--- src/rtl/ahb_uart_rx.sv ---
// AHB-Lite zero-wait-state slave wrapping an 8N1 UART receiver and a small receive FIFO.
// Map: 0x0 DATA (read pops head), 0x4 STATUS, 0x8 CLEAR (write-1-to-clear error flags).
module ahb_uart_rx #(
  parameter int CLKS_PER_BIT = 434,
  parameter int FIFO_DEPTH   = 4
) (
  input  logic        HCLK,
  input  logic        HRESET,
  input  logic [31:0] HADDR,
  input  logic        HSEL,
  input  logic [1:0]  HTRANS,
  input  logic        HWRITE,
  input  logic [31:0] HWDATA,
  output logic [31:0] HRDATA,
  output logic        HREADY,
  output logic        HRESP,
  input  logic        UART_RX
);
  localparam int TW = $clog2(CLKS_PER_BIT);
  localparam int AW = $clog2(FIFO_DEPTH);
  localparam int CW = AW + 1;
  localparam logic [TW-1:0] BIT_LAST  = TW'(CLKS_PER_BIT - 1);
  localparam logic [TW-1:0] HALF_LAST = TW'(CLKS_PER_BIT / 2 - 1);
  localparam logic [CW-1:0] FULL_CNT  = CW'(FIFO_DEPTH);

  typedef enum logic [2:0] {IDLE, START, DATA, STOP, WAIT_HIGH} state_e;

  state_e          state_q, state_d;
  logic [TW-1:0]   timer_q, timer_d;
  logic [2:0]      idx_q, idx_d;
  logic [7:0]      shift_q, shift_d;
  logic            rx_meta_q, rx_s_q;
  logic            push, frame_set;

  logic [7:0]      mem_q [FIFO_DEPTH];
  logic [AW-1:0]   wr_ptr_q, rd_ptr_q;
  logic [CW-1:0]   count_q, count_d;
  logic            ovr_q, ovr_d, ferr_q, ferr_d;
  logic            full, empty, pop, push_ok, ovr_set, clr_wr;

  logic            dp_valid_q, dp_write_q;
  logic [1:0]      dp_addr_q;

  logic            unused_ok;
  assign unused_ok = ^{HADDR[31:4], HADDR[1:0], HTRANS[0], HWDATA[31:4], HWDATA[1:0]};

  assign HREADY = 1'b1;
  assign HRESP  = 1'b0;

  // Receive FSM: start bit checked at mid-bit, data and stop sampled a full bit later each.
  always_comb begin
    state_d   = state_q;
    timer_d   = timer_q + TW'(1);
    idx_d     = idx_q;
    shift_d   = shift_q;
    push      = 1'b0;
    frame_set = 1'b0;
    case (state_q)
      IDLE: begin
        timer_d = '0;
        if (!rx_s_q) state_d = START;
      end
      START: begin
        if (timer_q == HALF_LAST) begin
          timer_d = '0;
          idx_d   = '0;
          state_d = rx_s_q ? IDLE : DATA;
        end
      end
      DATA: begin
        if (timer_q == BIT_LAST) begin
          timer_d         = '0;
          shift_d[idx_q]  = rx_s_q;
          idx_d           = idx_q + 3'd1;
          if (idx_q == 3'd7) state_d = STOP;
        end
      end
      STOP: begin
        if (timer_q == BIT_LAST) begin
          timer_d = '0;
          if (rx_s_q) begin
            push    = 1'b1;
            state_d = IDLE;
          end else begin
            frame_set = 1'b1;
            state_d   = WAIT_HIGH;
          end
        end
      end
      WAIT_HIGH: begin
        timer_d = '0;
        if (rx_s_q) state_d = IDLE;
      end
      default: begin
        timer_d = '0;
        state_d = IDLE;
      end
    endcase
  end

  // FIFO and flag bookkeeping; a pop in the same cycle frees room for a push into a full FIFO.
  always_comb begin
    full    = (count_q == FULL_CNT);
    empty   = (count_q == '0);
    pop     = dp_valid_q && !dp_write_q && (dp_addr_q == 2'd0) && !empty;
    push_ok = push && (!full || pop);
    ovr_set = push && full && !pop;
    clr_wr  = dp_valid_q && dp_write_q && (dp_addr_q == 2'd2);
    ovr_d   = ovr_set   || (ovr_q  && !(clr_wr && HWDATA[2]));
    ferr_d  = frame_set || (ferr_q && !(clr_wr && HWDATA[3]));
    count_d = count_q;
    case ({push_ok, pop})
      2'b10:   count_d = count_q + CW'(1);
      2'b01:   count_d = count_q - CW'(1);
      default: count_d = count_q;
    endcase
  end

  always_comb begin
    HRDATA = '0;
    if (dp_valid_q && !dp_write_q) begin
      case (dp_addr_q)
        2'd0:    if (!empty) HRDATA = {24'b0, mem_q[rd_ptr_q]};
        2'd1:    HRDATA = {19'b0, 5'(count_q), 4'b0, ferr_q, ovr_q, full, !empty};
        default: HRDATA = '0;
      endcase
    end
  end

  always_ff @(posedge HCLK or posedge HRESET) begin
    if (HRESET) begin
      rx_meta_q  <= 1'b1;
      rx_s_q     <= 1'b1;
      state_q    <= IDLE;
      timer_q    <= '0;
      idx_q      <= '0;
      shift_q    <= '0;
      wr_ptr_q   <= '0;
      rd_ptr_q   <= '0;
      count_q    <= '0;
      ovr_q      <= 1'b0;
      ferr_q     <= 1'b0;
      dp_valid_q <= 1'b0;
      dp_write_q <= 1'b0;
      dp_addr_q  <= '0;
    end else begin
      rx_meta_q  <= UART_RX;
      rx_s_q     <= rx_meta_q;
      state_q    <= state_d;
      timer_q    <= timer_d;
      idx_q      <= idx_d;
      shift_q    <= shift_d;
      if (push_ok) wr_ptr_q <= wr_ptr_q + AW'(1);
      if (pop)     rd_ptr_q <= rd_ptr_q + AW'(1);
      count_q    <= count_d;
      ovr_q      <= ovr_d;
      ferr_q     <= ferr_d;
      dp_valid_q <= HSEL && HTRANS[1];
      dp_write_q <= HWRITE;
      dp_addr_q  <= HADDR[3:2];
    end
  end

  always_ff @(posedge HCLK) begin
    if (push_ok) mem_q[wr_ptr_q] <= shift_q;
  end
endmodule

--- config.mk ---
export PLATFORM = sky130hd
export DESIGN_NAME = ahb_uart_rx
export DESIGN_NICKNAME = d
export VERILOG_FILES = /design/src/rtl/ahb_uart_rx.sv
export SDC_FILE = /design/constraint.sdc
export NUM_CORES = 1
export LEC_CHECK = 0
export ABC_CLOCK_PERIOD_IN_PS = 2080
export CAP_MARGIN = 0
export CORE_AREA = 2 2 93 95
export CTS_BUF_LIST = sky130_fd_sc_hd__clkbuf_16
export DETAILED_ROUTE_END_ITERATION = 7
export DIE_AREA = 0 0 95 97
export MAX_ROUTING_LAYER = met4
export PLACE_DENSITY = 0.8
export RECOVER_POWER = 25
export SKIP_LAST_GASP = 1
export SLEW_MARGIN = 15
export SYNTH_ARGS = -nofsm -noshare
export SYNTH_HDL_FRONTEND = slang
export SYNTH_SLANG_ARGS = --single-unit
--- constraint.sdc ---
create_clock -name HCLK -period 2.08 [get_ports HCLK]
set_input_delay 0.416 -clock HCLK [delete_from_list [all_inputs] [get_ports HCLK]]
set_output_delay 0.416 -clock HCLK [all_outputs]
set_load 0.01 [all_outputs]
# Yosys cells after proc, flatten, opt, wreduce, memory -nomap -nowiden
# Memories as Yosys holds them, arrays and structs flattened.
# Cells that the tools add are included.
# classes
reduce_logical	32
magnitude_cmp	2
n_eq_ne	18
add_sub_neg	6
muxes	30
# ops
op	count
one-hot mux 32 bit (2 select lines)	1
two-way mux 32 bit	1
two-way mux 3 bit	9
two-way mux 9 bit	2
one-hot mux 9 bit (2 select lines)	1
one-hot mux 3 bit (5 select lines)	1
logical AND 1 bit	14
!= test 2 bit (second input constant)	6
one-hot mux 3 bit (2 select lines)	2
adder 9 x 1 -> 9 bit (second input constant)	1
== test 3 bit (second input constant)	3
== test 9 x 8 -> 1 bit (second input constant)	1
== test 9 bit (second input constant)	1
two-way mux 1 bit	9
bitwise mux 8 bit	1
two-way mux 8 bit	1
adder 3 x 1 -> 3 bit (second input constant)	2
== test 3 x 2 -> 1 bit (second input constant)	2
zero test 1 bit	6
zero test 3 bit	2
AND reduction 6 bit	1
adder 2 x 1 -> 2 bit (second input constant)	2
== test 2 x 1 -> 1 bit (second input constant)	2
== test 2 bit (second input constant)	2
12 further kinds	15
# word_totals
memories	1
in_bits	71
mem_bits_rw	32
elab_cells	103
output_inout_bits	34
ff_bits	38
# mem_list
name	words	word_bits	rd	rd_ports_with_merged_regs	wr	line_no	source
mem_q	4	8	1	0	1	35	logic [7:0] mem_q [FIFO_DEPTH];

# Depth between registers and ports, before layout
# depth
ltp_word	8
ltp_mapped	9

# Worst setup path after synthesis
# OpenSTA, ideal clock, no wires.
# synth_path
path_type	register -> register
start	reg dp_addr_q[1]
end	reg count_q[2]
arrival_time_ns	1.931
setup_ns	0.128
t_required_ns	1.952
stages_incl_launch_ff	8
setup_slack_ns	0.021
path_buffers	1
path_cell_list	dfrtp_1 > nor4b_1 > nand2b_1 > clkbuf_1 > a21o_1 > fa_1 > mux2i_1 > xor2_1
# synth_between
elab_chain_len	7
word_cells_on_any_way	9
# synth_lines
item	line_no	source
start: declaration	42	logic [1:0] dp_addr_q;
start signal: assignment	160	dp_addr_q <= HADDR[3:2];
zero test 2 bit (*)	105	pop = dp_valid_q && !dp_write_q && (dp_addr_q == 2'd0) && !empty;
logical AND 1 bit (*) (2 in series)	105	
logical OR 1 bit	106	push_ok = push && (!full || pop);
logical AND 1 bit	106	
== test 2 x 1 -> 1 bit or == test 2 bit (tied branches)	112	case ({push_ok, pop})
one-hot mux 3 bit (2 select lines) or nonzero test 2 bit (tied branches)	--	
end signal: assignment	155	count_q <= count_d;
end: declaration	37	logic [CW-1:0] count_q, count_d;
# Every way passes the cells marked *; elsewhere a longest branch is shown, timed or not.
# A chain may end at the register's enable or synchronous reset.

# Worst setup path after layout
# layout_path
start	reg rd_ptr_q[0]
end	out HRDATA[1]
# layout_between
elab_chain_len	4
# layout_lines
item	line_no	source
start: declaration	36	logic [AW-1:0] wr_ptr_q, rd_ptr_q;
start signal: assignment	154	if (pop) rd_ptr_q <= rd_ptr_q + AW'(1);
memory read (4 x 8 bit)	--	
two-way mux 8 bit	123	2'd0: if (!empty) HRDATA = {24'b0, mem_q[rd_ptr_q]};
one-hot mux 32 bit (2 select lines)	122	case (dp_addr_q)
two-way mux 32 bit	121	if (dp_valid_q && !dp_write_q) begin
end: declaration	14	output logic [31:0] HRDATA,
# No other way between the ends.

==> results.txt <==
Hold Fails Final Rpt: 0
grt ovf: 0
Vias: 2032
Setup CP Type: reg2out
Register Area: 1920 um^2
Seq cells post-synth: 70
Via density: 4.87
PD cells: 686 nW/um^2
synth warn: 0
setup ws final: -0.0758 ns
Starting Density: 41.1%
drt wl/cell: 14.4 um
beginning of the worst hold path: rx_meta_q
Critical Path RT: 1.66 ns
# rows: 33
max-cap violation count: 0
Die Span Y: 97 um
Cell variety after synth: 52
antenna viol nets, final: 0
clock slew at reported path FFs: 0.06 ns
synthesized area: 3340 um^2
fin nets: 388
drt initial violations: 65
core footprint: 8130 um^2
worst r2r src: timer_q[1]
most frequent cells in the layout: dfrtp_1 (35), buf_4 (33), edfxtp_1 (32)
Clk Latency, worst-skew pair: 0.33 ns
Synth Flop Type: dfrtp_1
TritonCTS clock tree: done
FF-to-FF End: shift_q[6]
initial antenna violation count: 0
Syn-to-layout area delta: 24.5%
Tmin final: 2.16 ns
Horiz. Die Dim: 95 um
failing checks: setup timing
DR pass1 iterations: 4
post-synthesis instance total: 250
number of global-route vias before repair: 2023
post-synthesis sequential area ratio: 57.3%
Fillers: 681
first-pass GRT wire length: 9870 um
Achievable Freq: 464 MHz
CTS Hold Bufs: 0
total wire length: 6020 um
most common cell after layout, fill and taps aside: dfrtp_1
maximum vdd ir drop: 0.349 mV
Final Setup Violations: 7
Top-Level Pins: 105
n_diodes: 0
worst path arrival time: 1.74 ns
H-Tree Level Count: 3
Buffers on Ports: 20
Post-synth EDFFs: 32
TritonCTS Buffers: 9
RSZ-0062 raised after global routing: true
Multi-input gate area: 1330 um^2
HPWL Detailed: 4060 um
skew final: 0.00686 ns
clock sink count: 70
crit end category: primary output
layout cell share with drive strength beyond 1: 30.8%
Tot Pwr: 2.85 mW
post-layout util: 51.1%
Hold Path Depth: 0
setup slack, reg-to-reg: 0.03 ns
Post-synth ARST share: 54.3%
gpl congestion: 0.789
Hold EP: rx_s_q
Startpoint Class: register
drt drc: 0
Root Driver: clkbuf_16
FF-to-FF path depth: 8
largest net degree at the start of global routing: 39
worst hold path type: reg2reg
Pleak: 1.76 nW
DIE AREA: 9220 um^2
status: finished, violations left
all-layer global routing usage: 14.5%
Mapped Avg Cell Area: 13.4 um^2
crit path max fanout: 3
Slew Viols, Final: 0
Clock Path Buffers: 2
Final Cycle Share: 104%
==> critical path, stage by stage (launching register included) <==
cell	delay, ns
dfrtp_1	0.39
buf_4	0.15
mux4_2	0.50
a32oi_1	0.16
nor2_1	0.07
buf_2	0.14
==> metrics by stage <==
stage	setup slack (ns)	area [um^2]	hold WS, ns	cells	TNS, ns
after floorplan	0.0206	3420	0.345	271	0
after global placement	-0.149	3760	0.346	393	-1.02
after detailed placement	-0.132	3760	0.354	393	-1.02
after CTS	-0.104	4030	0.362	414	-0.500
after global routing	-0.133	4160	0.364	417	-0.926
final	-0.0758	4160	0.359	417	-0.380
==> routing by layer <==
metal / track usage (%) / up-vias / wire length [um]
met2: 21.8 / 61 / 3000
li1: - / 964 / -
met3: 3.27 / 7 / 244
met5: - / - / 0
met1: 18.2 / 1000 / 2650
met4: 7.47 / 0 / 122
==> layout make-up <==
cell class | count | area share, %
clock buffers | 9 | 5.42
clock inverters | 7 | 0.843
inverters | 10 | 0.903
multi-input cells | 158 | 32.1
flip-flops and latches | 70 | 46.1
well taps | 105 | 3.16
repair buffers | 58 | 11.5
==> kinds of logic (layout without fill, tap and decap cells) <==
| logic type | count (synthesis) | after routing | synth area share [%] |
|---|---|---|---|
| muxes | 20 | 20 | 9.93 |
| buffers and inverters | 43 | 84 | 7.98 |
| xor gates and xnor gates | 12 | 12 | 3.15 |
| and+or+nand+nor | 77 | 77 | 13.6 |
| other | 2 | 23 | 0.225 |
| adders and majority gates | 10 | 10 | 3.97 |
| DFF | 70 | 70 | 57.3 |
| AOI/OAI and AO/OA | 16 | 16 | 3.82 |
==> state kept, by name (all words and copies together) (netlist names) <==
signal	flops
count_q	3
dp_addr_q	2
dp_valid_q	1
dp_write_q	1
ferr_q	1
idx_q	3
mem_q	32
ovr_q	1
rd_ptr_q	2
rx_meta_q	1
rx_s_q	1
shift_q	8
state_q	3
timer_q	9
wr_ptr_q	2
==> worst max path at each step <==
stage / from / end / slack (ns) / cells past startpoint
after floorplan: dp_addr_q[1] / count_q[2] / 0.02 / 7
after global placement: dp_write_q / HRDATA[7] / -0.15 / 5
after detailed placement: dp_write_q / HRDATA[7] / -0.13 / 5
after CTS: rd_ptr_q[0] / HRDATA[0] / -0.10 / 5
after global routing: rd_ptr_q[0] / HRDATA[1] / -0.13 / 5
final: rd_ptr_q[0] / HRDATA[1] / -0.08 / 5
==> where the power goes <==
part	switching (mW)	leakage [nW]	internal [mW]	total (mW)
registers	0.0121	0.718	1.45	1.46
logic	0.0469	0.903	0.0261	0.0729
clock network	0.527	0.137	0.787	1.31
total	0.586	1.76	2.26	2.85
==> Yosys cell counts (all sizes together), types with 4 or more instances <==
| master | n | area (um^2) |
|---|---|---|
| dfrtp | 36 | 901 |
| and2 | 6 | 37.5 |
| nor3 | 4 | 25.0 |
| edfxtp | 32 | 961 |
| buf | 28 | 210 |
| inv | 10 | 37.5 |
| mux2 | 9 | 105 |
| nor2 | 21 | 78.8 |
| xnor2 | 7 | 61.3 |
| ha | 9 | 113 |
| mux4 | 9 | 206 |
| nand2 | 12 | 45.0 |
| nand3 | 5 | 25.0 |
| xor2 | 5 | 43.8 |
| clkbuf | 5 | 18.8 |
| nor2b | 7 | 43.8 |
==> what timing repair did <==
action	in CTS	in global routing
setup buffers	7	3
resized for setup	39	27
endpoints found under the setup margin	18	29
hold endpoints to repair	0	0
pin swaps	5	7
No activity file was read; power rests on OpenSTA's default activity.
==> edit, RTL diff (same settings) <==
The 5 states of `state_e` get a Gray code encoding in 3 bits.
--- a/src/rtl/ahb_uart_rx.sv
+++ b/src/rtl/ahb_uart_rx.sv
@@ -24,5 +24,5 @@
   localparam logic [CW-1:0] FULL_CNT  = CW'(FIFO_DEPTH);
 
-  typedef enum logic [2:0] {IDLE, START, DATA, STOP, WAIT_HIGH} state_e;
+  typedef enum logic [2:0] {IDLE = 3'b000, START = 3'b001, DATA = 3'b011, STOP = 3'b010, WAIT_HIGH = 3'b110} state_e;
 
   state_e          state_q, state_d;
Formal check against the unedited RTL: no difference found for any inputs over 10 cycles, from zero or initial values and one cycle with HRESET high; not proved beyond that.
==> edit against the original RTL <==
  * Sequential share of layout area down 1.9 points
  * Setup slack got worse by 0.12 ns
  * Sequential cell count stayed put
  * The flow still finishes with violations (setup timing)
  * Wire length rose by 13%
  * Design area increased by 4.4%
  * Synthesized area is 2.8% higher
  * Largest power group unchanged
  * Total power is 6.2% higher
==> edit: results (changes against the original RTL) <==
----------------------------------------------------
[Outcome]
  Outcome ... complete, but fails checks (unchanged)
  Violations in the final reports ... setup timing (unchanged)

[Timing]
  TNS Setup ... -0.907 ns (was -0.380 ns)
  Clk_skew ... 0.00488 ns (was 0.00686 ns)
  Smallest setup slack after layout ... -0.199 ns (was -0.0758 ns)
  Number of setup violations in the final report ... 9 (was 7)

[GRT]
  Global Route met1 Usage ... 19.2% (was 18.2%)
  Overall global routing resource usage ... 16.2% (was 14.5%)
  Global-route met3 utilization ... 4.21% (was 3.27%)
  First-pass GRT wire length ... 11.1 mm (was 9.87 mm)

[Clocking]
  Number of gates resized after CTS ... 43 (was 39)
  Number of post-CTS setup repair buffers ... 4 (was 7)

[Synthesis]
  Synth cell count leaders ... sky130_fd_sc_hd__dfrtp_1 (36), sky130_fd_sc_hd__edfxtp_1 (32), sky130_fd_sc_hd__buf_4 (25), sky130_fd_sc_hd__nor2_1 (16), sky130_fd_sc_hd__nand2_1 (13) (was sky130_fd_sc_hd__dfrtp_1 (36), sky130_fd_sc_hd__edfxtp_1 (32), sky130_fd_sc_hd__buf_4 (23), sky130_fd_sc_hd__nor2_1 (21), sky130_fd_sc_hd__nand2_1 (12))
  Mux share of post-synthesis cell area ... 9.22% (was 9.93%)
  Fraction of the mapped netlist area in compound gates ... 4.30% (was 3.82%)
  Adder and majority cell fraction of the synthesized area ... 3.86% (was 3.97%)
  Number of unique standard cell types used by synthesis ... 57 (was 52)
  Cells taking the most area after synthesis ... sky130_fd_sc_hd__edfxtp_1 (28%), sky130_fd_sc_hd__dfrtp_1 (26%), sky130_fd_sc_hd__buf_4 (5.5%) (was sky130_fd_sc_hd__edfxtp_1 (29%), sky130_fd_sc_hd__dfrtp_1 (27%), sky130_fd_sc_hd__mux4_2 (5.4%))
  Post-synthesis share of cell area spent on xor and xnor gates ... 2.55% (was 3.15%)

[Drt]
  Detailed-route via count ... 2182 (was 2032)
  Drt initial violations ... 108 (was 65)
  Final wirelength ... 6.82 mm (was 6.02 mm)

[Layout]
  Layout cells sized above 1 ... 32.1% (was 30.8%)
  Post-layout net count ... 406 (was 388)

[Critical path]
  Data arrival, critical path ... 1.86 ns (was 1.74 ns)
  Maximum fanout encountered on the critical timing path ... 6 (was 3)

[Place]
  Detail Placement HPWL ... 4.40 mm (was 4.06 mm)
  Instance area after placement ... 0.00392 mm2 (was 0.00376 mm2)

[Power]
  Leakage ... 1.78 nW (was 1.76 nW)
  Share of total power consumed by net switching ... 20.6% (about the same)
  Max VDD drop ... 0.000420 V (was 0.000349 V)

----------------------------------------------------
==> edit: changes by cell type in the layout (fill, tap and decap cells not counted), sizes merged, moves of 4 or more <==
| cell | change |
|---|---|
| and2 | +4 |
| buf | +6 |
| nor2 | -4 |
| nor2b | -4 |
| nor3 | +4 |
==> edit: worst max-delay path: stages, from the launching register on <==
cell and delay (ns):
sky130_fd_sc_hd__dfrtp_2 0.45, sky130_fd_sc_hd__buf_6 0.12, sky130_fd_sc_hd__mux4_2 0.49, sky130_fd_sc_hd__nor3b_2 0.17, sky130_fd_sc_hd__a21oi_2 0.12, sky130_fd_sc_hd__nor3_1 0.06
sky130_fd_sc_hd__buf_2 0.13
==> edit: stage by stage <==
step           worst slack, ns  cells
6_report                -0.199    435
5_1_grt                 -0.247    435
4_1_cts                 -0.245    431
3_5_place_dp            -0.225    411
3_3_place_gp            -0.183    411
2_1_floorplan           0.0312    283
==> edit: final timing paths <==
kind                         startpoint  slack, ns          to  depth (start not counted)
setup / recovery            rd_ptr_q[0]      -0.20   HRDATA[1]                          6
hold / removal                rx_meta_q       0.35      rx_s_q                          0
setup reg to reg           dp_addr_q[0]      -0.06  count_q[1]                          7
hold reg to reg               rx_meta_q       0.35      rx_s_q                          0
max in group asynchronous        HRESET       1.21   rx_meta_q                          3
min in group asynchronous        HRESET       0.52  dp_write_q                          3
==> edit: area by class of cell <==
| cell class | instances | area, um2 |
|---|---|---|
| clock buffer | 9 | 225 |
| clock inverter | 7 | 66.3 |
| fill | 649 | 3800 |
| inverter | 8 | 30.0 |
| multi-input combinational | 171 | 1400 |
| sequential | 70 | 1920 |
| tap | 105 | 131 |
| timing repair buffer | 65 | 567 |
==> edit: metal layers <==
layer,wire (um),vias up
met5,0,-
met4,172,0
met3,259,23
met2,3560,64
met1,2830,1070
li1,-,1025
